[src/rtl/parking_gate_arbiter.sv]
// -----------------------------------------------------------------------------
// parking_gate_arbiter
//
// Purpose:
//   Arbitrates one barrier gate between a car park's entrance and exit lanes.
//   It tracks how many cars are parked, holds the barrier up briefly after a
//   car passes, and closes it again if an opened gate is not used in time.
//
// Parameters:
//   CAPACITY       maximum cars parked (1..15)
//   HOLD_CYCLES    cycles the gate stays up after a car passes (1..255)
//   TIMEOUT_CYCLES cycles an open gate waits for a car before closing (1..255)
//
// Ports:
//   clk          in   clock; all state updates on the rising edge
//   reset        in   asynchronous, active-high reset
//   entry_req    in   level, car present at the entrance sensor
//   entry_auth   in   level, entrance password verified
//   exit_req     in   level, car present at the exit sensor
//   car_passed   in   single-cycle pulse from the gate beam sensor
//   gate_open    out  registered barrier drive, 1 = raised
//   entry_grant  out  registered, gate currently serving the entrance
//   exit_grant   out  registered, gate currently serving the exit
//   occupancy    out  registered count of parked cars (4 bits)
//   full         out  registered, occupancy == CAPACITY
//
// Configuration:
//   EXIT_PRIORITY_EN  when defined, a simultaneous entry/exit contest is always
//                     won by the exit. When undefined, contests alternate via a
//                     round-robin flag that starts as "exit served last".
// -----------------------------------------------------------------------------
module parking_gate_arbiter #(
  parameter int CAPACITY       = 8,
  parameter int HOLD_CYCLES    = 4,
  parameter int TIMEOUT_CYCLES = 16
) (
  input  logic       clk,
  input  logic       reset,
  input  logic       entry_req,
  input  logic       entry_auth,
  input  logic       exit_req,
  input  logic       car_passed,
  output logic       gate_open,
  output logic       entry_grant,
  output logic       exit_grant,
  output logic [3:0] occupancy,
  output logic       full
);

  localparam logic [3:0] CAP_VAL      = 4'(CAPACITY);
  localparam logic [7:0] HOLD_LAST    = 8'(HOLD_CYCLES - 1);
  localparam logic [7:0] TIMEOUT_LAST = 8'(TIMEOUT_CYCLES - 1);

  typedef enum logic [1:0] {
    IDLE,
    ENTRY_OPEN,
    EXIT_OPEN,
    HOLD
  } state_t;

  state_t     state_reg, state_next;
  logic [7:0] timer_reg, timer_next;
  logic [3:0] occupancy_next;
  logic       entry_eligible;
  logic       exit_eligible;
  logic       pick_entry;

`ifndef EXIT_PRIORITY_EN
  // 1 = entrance was the side served last; reset value means "exit served last"
  // so the entrance wins the first contest.
  logic       entry_last_reg, entry_last_next;
`endif

  // ---------------------------------------------------------------------------
  // Next-state logic
  // ---------------------------------------------------------------------------
  always_comb begin
    state_next      = state_reg;
    timer_next      = timer_reg;
    occupancy_next  = occupancy;
    entry_eligible  = entry_req & entry_auth & ~full;
    exit_eligible   = exit_req & (occupancy != 4'd0);
`ifdef EXIT_PRIORITY_EN
    pick_entry      = 1'b0;
`else
    pick_entry      = ~entry_last_reg;
    entry_last_next = entry_last_reg;
`endif

    unique case (state_reg)
      IDLE: begin
        timer_next = 8'd0;
        if (entry_eligible && exit_eligible) begin
          state_next = pick_entry ? ENTRY_OPEN : EXIT_OPEN;
        end else if (entry_eligible) begin
          state_next = ENTRY_OPEN;
        end else if (exit_eligible) begin
          state_next = EXIT_OPEN;
        end
      end

      ENTRY_OPEN: begin
        if (car_passed) begin
          // Saturate even though entry is never granted while full.
          if (occupancy != CAP_VAL) begin
            occupancy_next = occupancy + 4'd1;
          end
          state_next = HOLD;
          timer_next = 8'd0;
`ifndef EXIT_PRIORITY_EN
          entry_last_next = 1'b1;
`endif
        end else if (timer_reg == TIMEOUT_LAST) begin
          state_next = IDLE;
          timer_next = 8'd0;
        end else begin
          timer_next = timer_reg + 8'd1;
        end
      end

      EXIT_OPEN: begin
        if (car_passed) begin
          if (occupancy != 4'd0) begin
            occupancy_next = occupancy - 4'd1;
          end
          state_next = HOLD;
          timer_next = 8'd0;
`ifndef EXIT_PRIORITY_EN
          entry_last_next = 1'b0;
`endif
        end else if (timer_reg == TIMEOUT_LAST) begin
          state_next = IDLE;
          timer_next = 8'd0;
        end else begin
          timer_next = timer_reg + 8'd1;
        end
      end

      HOLD: begin
        // car_passed is deliberately ignored here.
        if (timer_reg == HOLD_LAST) begin
          state_next = IDLE;
          timer_next = 8'd0;
        end else begin
          timer_next = timer_reg + 8'd1;
        end
      end

      default: begin
        state_next = IDLE;
        timer_next = 8'd0;
      end
    endcase
  end

  // ---------------------------------------------------------------------------
  // State and registered outputs. Outputs are decoded from the next state so
  // they line up with the state register without an extra cycle of latency.
  // ---------------------------------------------------------------------------
  always_ff @(posedge clk or posedge reset) begin
    if (reset) begin
      state_reg   <= IDLE;
      timer_reg   <= 8'd0;
      occupancy   <= 4'd0;
      full        <= 1'b0;
      gate_open   <= 1'b0;
      entry_grant <= 1'b0;
      exit_grant  <= 1'b0;
    end else begin
      state_reg   <= state_next;
      timer_reg   <= timer_next;
      occupancy   <= occupancy_next;
      full        <= (occupancy_next == CAP_VAL);
      gate_open   <= (state_next != IDLE);
      entry_grant <= (state_next == ENTRY_OPEN);
      exit_grant  <= (state_next == EXIT_OPEN);
    end
  end

`ifndef EXIT_PRIORITY_EN
  always_ff @(posedge clk or posedge reset) begin
    if (reset) begin
      entry_last_reg <= 1'b0;
    end else begin
      entry_last_reg <= entry_last_next;
    end
  end
`endif

endmodule

[config.mk]
export PLATFORM = sky130hd
export DESIGN_NAME = parking_gate_arbiter
export DESIGN_NICKNAME = d
export VERILOG_FILES = /design/src/rtl/parking_gate_arbiter.sv
export SDC_FILE = /design/constraint.sdc
export NUM_CORES = 1
export LEC_CHECK = 0
export BUFFER_PORTS_ARGS = -buffer_cell sky130_fd_sc_hd__buf_2
export CORE_MARGIN = 4
export CORE_UTILIZATION = 45
export CTS_BUF_LIST = sky130_fd_sc_hd__clkbuf_4 sky130_fd_sc_hd__clkbuf_8 sky130_fd_sc_hd__clkbuf_16
export DETAILED_ROUTE_END_ITERATION = 10
export MAX_ROUTING_LAYER = met4
export SLEW_MARGIN = 40
export SYNTH_ARGS = -nofsm -noshare
export SYNTH_HDL_FRONTEND = slang
export SYNTH_SLANG_ARGS = --single-unit
[constraint.sdc]
create_clock -name clk -period 4.22 [get_ports clk]
set_clock_uncertainty 0.15 [all_clocks]
set_input_delay 0.211 -clock clk [delete_from_list [all_inputs] [get_ports clk]]
set_output_delay 0.211 -clock clk [all_outputs]
set_load 0.02 [all_outputs]
==> reports/metrics.csv <==
metric,value,unit
minimum clock period,2.32,ns
"Clk Latency, worst-skew pair",0.29,ns
Post-Syn Instances,126,
antenna-violating nets left,0,
clock sink count,19,
final hold violations,0,
Sw Pwr,378,uW
Clk Tree Root Cell,clkbuf_4,
Syn Area/Cell,9.08,sq um
leakage,0.000598,uW
Clk pwr share,11.3,%
WHS Endpoint,entry_last_reg,
average wire per standard cell,13.2,um
DRC violations left,0,
max-cap viol count,0,
Slew Limit Fails,0,
sequential power share,33.2,%
diodes inserted,0,
vias per cell,5.30,
global placer's final weighted congestion,0.820,
RSZ-0062 raised after global routing,no,
first-pass GRT wire length,3.67,mm
status,"finished, final reports clean",
synthesized flop and latch total,19,
share of cells above drive strength 1,15.8,%
worst hold path type,input port to register,
Synth area leader,dfrtp_1,
slew margin rel.,52.4,%
PwrDens,649,nW/um^2
DIE AREA,3410,sq um
maximum VDD drop,0.408,mV
post-synth top area share,41.6,%
Reg-to-Reg Start,occupancy[1],
total global-route track usage,14.1,%
Worst R2R Path Depth,7,
Synth cell types,37,
fin crit share,55.0,%
Slew @ Worst Pin,0.713,ns
critical register-to-register path endpoint,full,
CTS Buffer Depth,2,
drt first pass iters,4,
clk slew on worst S/H paths,0.11,ns
Largest register FFs,8,
combinational share of power,55.5,%
initial antenna violation count,0,
number of buffers created by CTS,3,
crit-path max FO,6,
Hold Startpoint,car_passed,
fmax,431,MHz
final setup fails,0,
die width,58.4,um
"most common cell after layout, fill and taps aside",dfrtp_1,
nets@finish,153,
Post-DP HPWL,1.64,mm
CP endpoint kind,register,
H-tree levels,1,
flop2flop setup slack,1.90,ns
via count,895,
Layout Area Growth over Synthesis,9.85,%
Synth Cell Area,1140,sq um
Post-Syn Nets,139,
Total Neg Setup Slack,0,ns
Worst Hold Depth,2,
synth warn,0,
crit start category,register,
synth top area cells,"dfrtp_1, ha_1, nor2_1",
vias in the first global route,825,
sequential share of the synthesized area,41.6,%
CP Data Arrival Time,2.37,ns
die height,58.4,um
initial drt markers,30,
"commonest non-fill, non-tap cells in the layout","dfrtp_1, nor2_1, buf_2",
post-layout util,51.2,%
Port Buffers,13,
total grt overflow,0,
WL final,2.24,mm
TritonCTS clock tree,done,
Initial Utilization,46.6,%
WP data required,4.27,ns
# rows,18,
top-level I/O count,14,
internal power,438,uW
largest net degree at the start of global routing,20,
core area,2450,sq um
sw frac,46.3,%
CP Class,register to register,
==> cell families after synthesis <==
| group | count (synthesis) | share of synthesized area [%] |
|---|---|---|
| xor gates and xnor gates | 6 | 4.60 |
| adders and majority gates | 7 | 7.66 |
| muxes | 2 | 1.75 |
| and+or+nand+nor | 47 | 20.7 |
| AOI/OAI and AO/OA | 30 | 18.1 |
| buffers and inverters | 15 | 5.69 |
| DFF | 19 | 41.6 |
==> power by group through the flow <==
stage / clock network (uW) / registers, uW / logic [uW]
after floorplan: 0 / 294 / 331
final: 91.8 / 271 / 453
after detailed placement: 0 / 274 / 446
after global routing: 101 / 278 / 501
after CTS: 95.3 / 270 / 450
after global placement: 0 / 272 / 446
==> worst max path at each step <==
stage	from	to	slack, ns
2_1_floorplan	occupancy[1]	full	1.99
3_3_place_gp	occupancy[0]	full	2.03
3_5_place_dp	occupancy[1]	full	1.94
4_1_cts	occupancy[1]	full	1.91
5_1_grt	occupancy[1]	full	1.75
6_report	occupancy[1]	full	1.90
==> per-layer routing <==
metal / vias up / share of wire, % / GRT usage, %
li1: 462 / - / -
met5: - / 0 / -
met3: 2 / 3.6 / 2.19
met2: 20 / 45 / 21.9
met4: 0 / 0.27 / 3.97
met1: 411 / 51 / 19.2
==> cell usage after synthesis <==
| master | count |
|---|---|
| a21boi_0 | 2 |
| nor4_1 | 2 |
| nand2_1 | 11 |
| or4_4 | 1 |
| clkbuf_1 | 3 |
| o21ai_1 | 1 |
| mux2i_1 | 2 |
| nor2_1 | 14 |
| nand3_1 | 9 |
| ha_1 | 7 |
| a21o_1 | 1 |
| buf_6 | 1 |
| a221oi_1 | 1 |
| a2bb2oi_1 | 1 |
| dfrtp_1 | 19 |
| o211ai_1 | 1 |
| a21oi_2 | 1 |
| a311o_1 | 2 |
| buf_2 | 1 |
| a21oi_1 | 9 |
| xor2_1 | 2 |
| o41ai_2 | 1 |
| inv_1 | 10 |
| and2_1 | 2 |
| o22a_1 | 1 |
| o21a_1 | 1 |
| nor3_1 | 1 |
| o21ai_0 | 5 |
| and3_1 | 1 |
| xnor2_1 | 4 |
| nand2b_1 | 2 |
| or3b_1 | 1 |
| nor2_2 | 1 |
| a211oi_1 | 2 |
| nand3b_1 | 1 |
| nor4b_2 | 1 |
| o31ai_1 | 1 |
==> metrics by stage <==
step	setup WS [ns]	hold WS, ns	area [sq um]	power, uW	instances
3_3_place_gp	2.03	0.211	1220	718	164
3_5_place_dp	1.94	0.217	1220	719	164
2_1_floorplan	1.99	0.0121	1140	625	126
6_report	1.90	0.0891	1260	816	169
5_1_grt	1.75	0.126	1260	879	169
4_1_cts	1.91	0.0783	1260	815	169
==> worst max-delay path, stage by stage (launching register included) <==
cell and delay [ns]:
dfrtp_1 0.45, inv_1 0.12, ha_1 0.27, or3b_1 0.48
nor2_2 0.11, nor4_1 0.05, a311o_1 0.35, nor4b_2 0.25
==> cell type report <==
type / instances / area (sq um)
Inverter: 10 / 37.5
Multi-Input combinational cell: 92 / 603
Tap cell: 30 / 37.5
Clock buffer: 3 / 22.5
Fill cell: 207 / 1200
Sequential cell: 19 / 475
Clock inverter: 1 / 5.00
Timing Repair Buffer: 14 / 75.1
==> repair_timing <==
action / 4_1_cts / 5_1_grt
hold buffers: 1 / 0
gates resized for setup: 0 / 0
setup buffers: 0 / 0
endpoints found under the hold margin: 19 / 0
Power figures use the tool's default switching activity.
